<file path="config.mk">
export PLATFORM = sky130hd
export DESIGN_NAME = matmul_engine
export DESIGN_NICKNAME = d
export VERILOG_FILES = /design/src/rtl/matmul_engine.sv
export SDC_FILE = /design/constraint.sdc
export NUM_CORES = 1
export LEC_CHECK = 0
export BUFFER_PORTS_ARGS = -buffer_cell sky130_fd_sc_hd__buf_2
export CAP_MARGIN = 20
export CORE_ASPECT_RATIO = 0.8
export CORE_MARGIN = 4
export CORE_UTILIZATION = 30
export CTS_CLUSTER_DIAMETER = 50
export DETAILED_ROUTE_END_ITERATION = 8
export PLACE_DENSITY = 0.48
export SLEW_MARGIN = 20
export SYNTH_ARGS = -nofsm -noshare
export SYNTH_HDL_FRONTEND = slang
export SYNTH_SLANG_ARGS = --single-unit
</file>
<file path="constraint.sdc">
create_clock -name Clk -period 8.5 [get_ports Clk]
set_clock_uncertainty 0.05 [all_clocks]
set_input_delay 0.425 -clock Clk [delete_from_list [all_inputs] [get_ports Clk]]
set_output_delay 0.425 -clock Clk [all_outputs]
set_load 0.02 [all_outputs]
</file>
<file path="src/rtl/matmul_engine.sv">
// Fixed-function C = A x B engine that streams operands from a shared single-port DRAM.
// One multiply-accumulate every three cycles; all addressing uses running pointers.
module matmul_engine #(
  parameter int unsigned WIDTH      = 8,
  parameter int unsigned ADDR_WIDTH = 8,
  parameter int unsigned DIM_WIDTH  = 4,
  parameter int unsigned SATURATE   = 0
) (
  input  logic                  Clk,
  input  logic                  Rst_n,
  input  logic                  start,
  input  logic [DIM_WIDTH-1:0]  dimM,
  input  logic [DIM_WIDTH-1:0]  dimN,
  input  logic [DIM_WIDTH-1:0]  dimK,
  input  logic [ADDR_WIDTH-1:0] baseA,
  input  logic [ADDR_WIDTH-1:0] baseB,
  input  logic [ADDR_WIDTH-1:0] baseC,
  output logic [ADDR_WIDTH-1:0] DRAM_addr,
  input  logic [WIDTH-1:0]      DRAM_dataIn,
  output logic [WIDTH-1:0]      DRAM_dataOut,
  output logic                  memREAD,
  output logic                  memWRITE,
  output logic                  busy,
  output logic                  done,
  output logic                  overflow
);

  localparam int unsigned ACC_W = 2 * WIDTH + DIM_WIDTH;
  localparam logic [ACC_W-1:0] ACC_MAX = {{(ACC_W - WIDTH){1'b0}}, {WIDTH{1'b1}}};

  typedef enum logic [2:0] {IDLE, RD_A, RD_B, MAC, WR, DONE} state_e;

  state_e                state_q, state_d;
  logic [DIM_WIDTH-1:0]  m_q, m_d, n_q, n_d, k_q, k_d;
  logic [DIM_WIDTH-1:0]  i_q, i_d, j_q, j_d, nc_q, nc_d;
  logic [ADDR_WIDTH-1:0] a_ptr_q, a_ptr_d, a_row_q, a_row_d;
  logic [ADDR_WIDTH-1:0] b_ptr_q, b_ptr_d, b_col_q, b_col_d, b_base_q, b_base_d;
  logic [ADDR_WIDTH-1:0] c_ptr_q, c_ptr_d;
  logic [WIDTH-1:0]      a_reg_q, a_reg_d;
  logic [ACC_W-1:0]      acc_q, acc_d;
  logic                  ovf_q, ovf_d;
  logic [ADDR_WIDTH-1:0] addr_q, addr_d;
  logic [WIDTH-1:0]      dout_q, dout_d;
  logic                  rd_q, rd_d, wr_q, wr_d, busy_q, busy_d, done_q, done_d;

  // Write-back: either keep the low bits or clamp to the largest word.
  function automatic logic [WIDTH-1:0] wb(input logic [ACC_W-1:0] v);
    if (SATURATE != 0 && v > ACC_MAX) return '1;
    return v[WIDTH-1:0];
  endfunction

  always_ff @(posedge Clk or negedge Rst_n) begin
    if (!Rst_n) begin
      state_q  <= IDLE;
      m_q      <= '0;
      n_q      <= '0;
      k_q      <= '0;
      i_q      <= '0;
      j_q      <= '0;
      nc_q     <= '0;
      a_ptr_q  <= '0;
      a_row_q  <= '0;
      b_ptr_q  <= '0;
      b_col_q  <= '0;
      b_base_q <= '0;
      c_ptr_q  <= '0;
      a_reg_q  <= '0;
      acc_q    <= '0;
      ovf_q    <= 1'b0;
      addr_q   <= '0;
      dout_q   <= '0;
      rd_q     <= 1'b0;
      wr_q     <= 1'b0;
      busy_q   <= 1'b0;
      done_q   <= 1'b0;
    end else begin
      state_q  <= state_d;
      m_q      <= m_d;
      n_q      <= n_d;
      k_q      <= k_d;
      i_q      <= i_d;
      j_q      <= j_d;
      nc_q     <= nc_d;
      a_ptr_q  <= a_ptr_d;
      a_row_q  <= a_row_d;
      b_ptr_q  <= b_ptr_d;
      b_col_q  <= b_col_d;
      b_base_q <= b_base_d;
      c_ptr_q  <= c_ptr_d;
      a_reg_q  <= a_reg_d;
      acc_q    <= acc_d;
      ovf_q    <= ovf_d;
      addr_q   <= addr_d;
      dout_q   <= dout_d;
      rd_q     <= rd_d;
      wr_q     <= wr_d;
      busy_q   <= busy_d;
      done_q   <= done_d;
    end
  end

  always_comb begin
    state_d  = state_q;
    m_d      = m_q;
    n_d      = n_q;
    k_d      = k_q;
    i_d      = i_q;
    j_d      = j_q;
    nc_d     = nc_q;
    a_ptr_d  = a_ptr_q;
    a_row_d  = a_row_q;
    b_ptr_d  = b_ptr_q;
    b_col_d  = b_col_q;
    b_base_d = b_base_q;
    c_ptr_d  = c_ptr_q;
    a_reg_d  = a_reg_q;
    acc_d    = acc_q;
    ovf_d    = ovf_q;
    addr_d   = '0;
    dout_d   = '0;
    rd_d     = 1'b0;
    wr_d     = 1'b0;

    case (state_q)
      IDLE: begin
        if (start) begin
          ovf_d = 1'b0;
          if (dimM != '0 && dimN != '0 && dimK != '0) begin
            m_d      = dimM;
            n_d      = dimN;
            k_d      = dimK;
            i_d      = '0;
            j_d      = '0;
            nc_d     = '0;
            a_ptr_d  = baseA;
            a_row_d  = baseA;
            b_ptr_d  = baseB;
            b_col_d  = baseB;
            b_base_d = baseB;
            c_ptr_d  = baseC;
            acc_d    = '0;
            state_d  = RD_A;
          end else begin
            state_d = DONE;
          end
        end
      end
      RD_A: state_d = RD_B;
      RD_B: begin
        a_reg_d = DRAM_dataIn;
        state_d = MAC;
      end
      MAC: begin
        acc_d   = acc_q + ACC_W'(a_reg_q) * ACC_W'(DRAM_dataIn);
        a_ptr_d = a_ptr_q + ADDR_WIDTH'(1);
        b_ptr_d = b_ptr_q + ADDR_WIDTH'(k_q);
        if (nc_q != n_q - DIM_WIDTH'(1)) begin
          nc_d    = nc_q + DIM_WIDTH'(1);
          state_d = RD_A;
        end else begin
          state_d = WR;
        end
      end
      WR: begin
        acc_d   = '0;
        nc_d    = '0;
        c_ptr_d = c_ptr_q + ADDR_WIDTH'(1);
        if (acc_q > ACC_MAX) ovf_d = 1'b1;
        // End of a row of C: A pointer already sits on the next row, B restarts at column 0.
        if (j_q == k_q - DIM_WIDTH'(1)) begin
          j_d     = '0;
          a_row_d = a_ptr_q;
          b_col_d = b_base_q;
          b_ptr_d = b_base_q;
          if (i_q == m_q - DIM_WIDTH'(1)) begin
            state_d = DONE;
          end else begin
            i_d     = i_q + DIM_WIDTH'(1);
            state_d = RD_A;
          end
        end else begin
          j_d     = j_q + DIM_WIDTH'(1);
          a_ptr_d = a_row_q;
          b_col_d = b_col_q + ADDR_WIDTH'(1);
          b_ptr_d = b_col_q + ADDR_WIDTH'(1);
          state_d = RD_A;
        end
      end
      DONE: state_d = IDLE;
      default: state_d = IDLE;
    endcase

    // Outputs are registered: load them with the values the upcoming state presents.
    case (state_d)
      RD_A: begin
        rd_d   = 1'b1;
        addr_d = a_ptr_d;
      end
      RD_B: begin
        rd_d   = 1'b1;
        addr_d = b_ptr_d;
      end
      WR: begin
        wr_d   = 1'b1;
        addr_d = c_ptr_d;
        dout_d = wb(acc_d);
      end
      default: ;
    endcase
    busy_d = (state_d == RD_A) || (state_d == RD_B) || (state_d == MAC) || (state_d == WR);
    done_d = (state_d == DONE);
  end

  assign DRAM_addr    = addr_q;
  assign DRAM_dataOut = dout_q;
  assign memREAD      = rd_q;
  assign memWRITE     = wr_q;
  assign busy         = busy_q;
  assign done         = done_q;
  assign overflow     = ovf_q;

endmodule

</file>
== Yosys cells after proc, flatten, opt, wreduce, memory -nomap -nowiden ==
Cells that the tools add are included.
Word-level totals
  register bits after elaboration: 124
  output and inout bits: 21
  word-level logic and storage cells: 114
Cells by class
  $add $sub $neg: 11
  $mul: 1
  $lt $le $gt $ge: 1
  equality and inequality tests: 18
  mux-type cells: 42
  reduce and logical (&&, ||, !) cells: 18
Operators with widths (number)
  8-bit two-way mux: 13
  8-bit one-hot mux with 3 select lines: 3
  20-bit one-hot mux with 3 select lines: 1
  8-bit one-hot mux with 2 select lines: 3
  20-bit two-way mux: 2
  8-bit by 1-bit adder with 8-bit output, second input constant: 3
  4-bit two-way mux: 6
  20-bit by 16-bit adder with 20-bit output: 1
  20-bit by 8-bit > comparator with 1-bit output, second input constant: 1
  8-bit by 8-bit multiplier with 16-bit output: 1
  4-bit one-hot mux with 2 select lines: 2
  3-bit two-way mux: 5
  3-bit one-hot mux with 5 select lines: 1
  4-bit by 1-bit adder with 4-bit output, second input constant: 3
  3-bit by 2-bit equality test with 1-bit output, second input constant: 4
  2-bit != test, second input constant: 6
  4-bit one-hot mux with 3 select lines: 1
  3-bit AND reduction: 4
  4-bit nonzero test: 3
  4-bit by 1-bit subtractor with 4-bit output, second input constant: 3
  3-bit equality test, second input constant: 3
  8-bit by 4-bit adder with 8-bit output: 1
  4-bit equality test: 2
  3-bit by 1-bit equality test with 1-bit output, second input constant: 2
  other kinds (11): 17

== Depth between registers and ports, before layout ==
  depth after elaboration: 10
  mapped depth: 19
  gate-level depth less buffers: 18

== Worst setup path after synthesis ==
Ideal clock, no wire load.
  path type: register to register
  start point: register a_reg_q[4]
  end point: register acc_q[18]
  library setup time: 0.079 ns
  data arrival time: 4.351 ns
  required time: 8.371 ns
  slack: 4.020 ns
  cell stages (with the launch flop): 18
  path buffers: 1
  path through: dfrtp_1 > clkbuf_1 > nand2_1 > fa_1 > inv_1 > fa_1 > inv_1 > fa_1 > fa_1 > inv_1 > ha_1 > a21o_1 > a21o_1 > a21o_1 > a41oi_1 > nand2b_1 > a211o_1 > mux2i_1
Between the ends
  cells in the longest elaborated chain, start to end: 3
RTL lines
  start: declaration: RTL line 39  | logic [WIDTH-1:0] a_reg_q, a_reg_d;
  start signal: assignment: RTL line 90  | a_reg_q <= a_reg_d;
  8-bit by 8-bit multiplier with 16-bit output: RTL line 154  | acc_d = acc_q + ACC_W'(a_reg_q) * ACC_W'(DRAM_dataIn);
  20-bit by 16-bit adder with 20-bit output: RTL line 154
  20-bit one-hot mux with 3 select lines: RTL line 124  | case (state_q)
  end signal: assignment: RTL line 68  | acc_q <= '0;
  end signal: assignment: RTL line 91  | acc_q <= acc_d;
  end: declaration: RTL line 40  | logic [ACC_W-1:0] acc_q, acc_d;
Every way passes these cells.
A chain may end at the register's enable or synchronous reset.

== Worst setup path after layout ==
Ends and elaborated chain as after synthesis.

==> summary.md <==
| Metric | Value |
|---|---|
| CP cell instances | `nand2_1 -> fa_1 -> inv_1 -> fa_1 -> inv_1 -> fa_1 -> fa_1 -> inv_1 -> ha_1 -> a21o_1 -> a21o_1 -> a21o_1 -> a41oi_1 -> nand2b_1 -> a211o_1 -> mux2i_1` |
| WHS Endpoint | `b_base_q[7]` |
| Register-to-register setup slack | `between 3 and 4 ns` |
| Max incr delay on CP | `about 0.55 ns` |
| IO Port Bufs | `67` |
| Fraction of layout cells with a size suffix above 1 | `between 10% and 20%` |
| DRT Wirelength | `approximately 23000 µm` |
| H-tree depth | `4` |
| First-pass GRT wire length | `~37000 µm` |
| Final setup vio count | `0` |
| R2r startpoint | `a_reg_q[4]` |
| Worst min path class | `in2reg` |
| CP most frequent cell | `fa_1` |
| Die area | `roughly 0.032 mm²` |
| Max Cap Viol | `0` |
| Total track usage | `~15%` |
| Slew Limit Fails | `0` |
| Hold Path Depth | `3` |
| Starting Density | `30.7%` |
| Final instance area | `roughly 0.010 mm²` |
| First-pass detailed-route iteration total | `5` |
| Initial DRC count | `435` |
| Chip width | `between 150 and 200 µm` |
| Syn_nets | `1053` |
| Status | `finished, final reports clean` |
| Most frequent cells in the layout | `127 x nand2_1, 124 x dfrtp_1, 111 x inv_1` |
| Via Count | `between 6000 and 7000` |
| Reg area | `a little over 0.003 mm²` |
| Slew HR | `roughly a quarter` |
| I/O Pins | `between 60 and 70` |
| Clk buf depth | `2` |
| Reg-to-Reg End | `acc_q[18]` |
| # clock sinks | `124` |
| Vias in the first global route | `roughly 6500` |
| Core area | `~0.028 mm²` |
| Fin nets | `~1100` |
| Worst skew pair latency | `0.42 ns` |
| Fmax | `206 MHz` |
| Buffers & Inverters on Critical Path | `3` |
| Setup TNS | `0 ns` |
| Commonest non-fill, non-tap cell in the layout | `nand2_1` |
| Startpoint type of the worst setup path | `register` |
| Post-synth EDFFs | `0` |
| Synthesis Warnings | `0` |
| Ys async rst share | `100%` |
| Clock Pin Slew Worst Setup and Hold Paths | `around 0.070 ns` |
| Drc violations | `0` |
| Footprint of the multi-input gates | `around 0.0051 mm²` |
| Post-CTS sizing | `0` |
| Endpoints failing hold | `0` |
| Initial antenna violation count | `0` |
| ANT cells | `0` |
| Setup WS post-layout | `3.65 ns` |
| Cells on worst reg2reg path | `16` |
| WP data required | `~9 ns` |
| Crit path max fanout | `9` |
| Synthesized area | `0.00874 mm²` |
| Synthesized area per cell | `around 9.7 µm²` |
| Die height | `roughly 160 µm` |
| Detailed placer's ending HPWL | `approximately 17000 µm` |
| Period utilisation layout | `a little under three fifths` |
| Synth cell types | `67` |
| WL per Instance | `about 17 µm` |
| Highest-delay cell along the critical path | `dfrtp_1` |
| Post-DP Area | `0.00943 mm²` |
| Root Buffer | `clkbuf_16` |
| Prevailing post-synth register cell | `dfrtp_1` |
| Antenna Nets Post-Route | `0` |
| Synth-to-Final Area Change | `14.8%` |
| Hold Path Origin | `baseB[7]` |
| Place WS | `approximately 3.6 ns` |
| # rows | `between 50 and 60` |
| FF+latch count, synth | `124` |
| Worst setup EP type | `register` |
| Setup CP Type | `reg2reg` |
| CTS tree | `built` |
| Global route overflow | `0` |
| Routability cong. | `around 0.8` |
| Fill count | `2965` |
| Worst-margin pin slew | `about 1.1 ns` |
| Via density | `4.83` |
| Number of post-CTS setup repair buffers | `0` |
| CP top delay family | `adder cells` |
| Unrepaired setup endpoints after global routing | `false` |
| Register area share after synthesis | `a little over a third` |
| CTS Buf Count | `17` |
| Crit path time final | `approximately 4.8 ns` |
| Mapped Cells | `901` |
| Worst Path Arrival | `between 5 and 6 ns` |
| Largest net degree at the start of global routing | `68` |
[timing repair]
action	CTS	global route
endpoints found under the setup margin	0	0
hold endpoints to repair	57	0
hold buffers	1	0
[flip-flops by register name (all words and copies together), names as in the netlist, 4 cells and up]
name,count
m_q,4
j_q,4
a_reg_q,8
nc_q,4
k_q,4
n_q,4
i_q,4
DRAM_dataOut,8
a_ptr_q,8
c_ptr_q,8
b_base_q,8
a_row_q,8
b_col_q,8
acc_q,20
b_ptr_q,8
DRAM_addr,8
[per-layer routing]
| layer | wire length (µm) | GRT usage (%) | part of all wire (%) |
|---|---|---|---|
| met1 | 12400 | 23.7 | 55 |
| met2 | 9310 | 20.4 | 41 |
| met3 | 750 | 3.23 | 3.3 |
| met4 | 147 | 2.33 | 0.65 |
| met5 | 0 | 0 | 0 |
[worst max-delay path by stage]
stage	start	end	slack, ns	cells past startpoint
finish	a_reg_q[4]	acc_q[18]	3.65	16
global route	a_reg_q[5]	acc_q[18]	3.39	16
CTS	a_reg_q[4]	acc_q[18]	3.63	16
detailed placement	DRAM_dataIn[7]	acc_q[18]	3.63	17
global placement	DRAM_dataIn[7]	acc_q[18]	3.66	17
floorplan	a_reg_q[4]	acc_q[18]	4.02	17
[metrics by stage]
stage	std cells	hold WS, ns	utilization (%)
floorplan	901	0.0794	-
global placement	1311	0.408	33.1
detailed placement	1311	0.411	33.1
CTS	1344	0.169	35.2
global route	1344	0.190	35.2
finish	1344	0.188	35.2
[synth_stat cells, drive strengths merged (19+ instances only)]
| master | instances | share of area (%) |
|---|---|---|
| xnor2 | 22 | 2.2 |
| ha | 54 | 7.7 |
| xor2 | 20 | 2.0 |
| dfrtp | 124 | 35 |
| nand3 | 21 | 1.2 |
| fa | 51 | 12 |
| a21oi | 34 | 2.0 |
| o21ai | 51 | 3.1 |
| nand2 | 128 | 5.5 |
| and2 | 35 | 2.5 |
| inv | 111 | 4.8 |
| mux2 | 19 | 2.4 |
| nor2 | 23 | 0.99 |
[logic make-up after synthesis]
group           count (synthesis)  share of synthesized area (%)
flops                         124                           35.5
xor+xnor                       45                           4.98
compound gates                177                           13.7
mux                            29                           3.59
simple gates                  276                           16.0
fa+ha+maj                     105                           19.4
buf+inv                       145                           6.81
[area by class of cell]
type | instances | share of cell area [%]
Multi-Input combinational cell | 632 | 50.4
Sequential cell | 124 | 30.9
Tap cell | 370 | 4.61
Clock buffer | 18 | 4.28
Inverter | 111 | 4.15
Timing Repair Buffer | 75 | 4.03
Clock inverter | 14 | 1.60
[worst reg2reg max path: stages, from the launching register on]
cell and delay [ns]:
dfrtp_1 0.55, nand2_1 0.14, fa_1 0.54, inv_1 0.05, fa_1 0.53, inv_1 0.05, fa_1 0.50, fa_1 0.54
inv_1 0.04, ha_1 0.35, a21o_1 0.22, a21o_1 0.17, a21o_1 0.17, a41oi_1 0.33, nand2b_1 0.17, a211o_1 0.16
mux2i_1 0.19
Power is not shown: default switching activity piles up to over one toggle a cycle in this logic, so the estimate is an artifact.
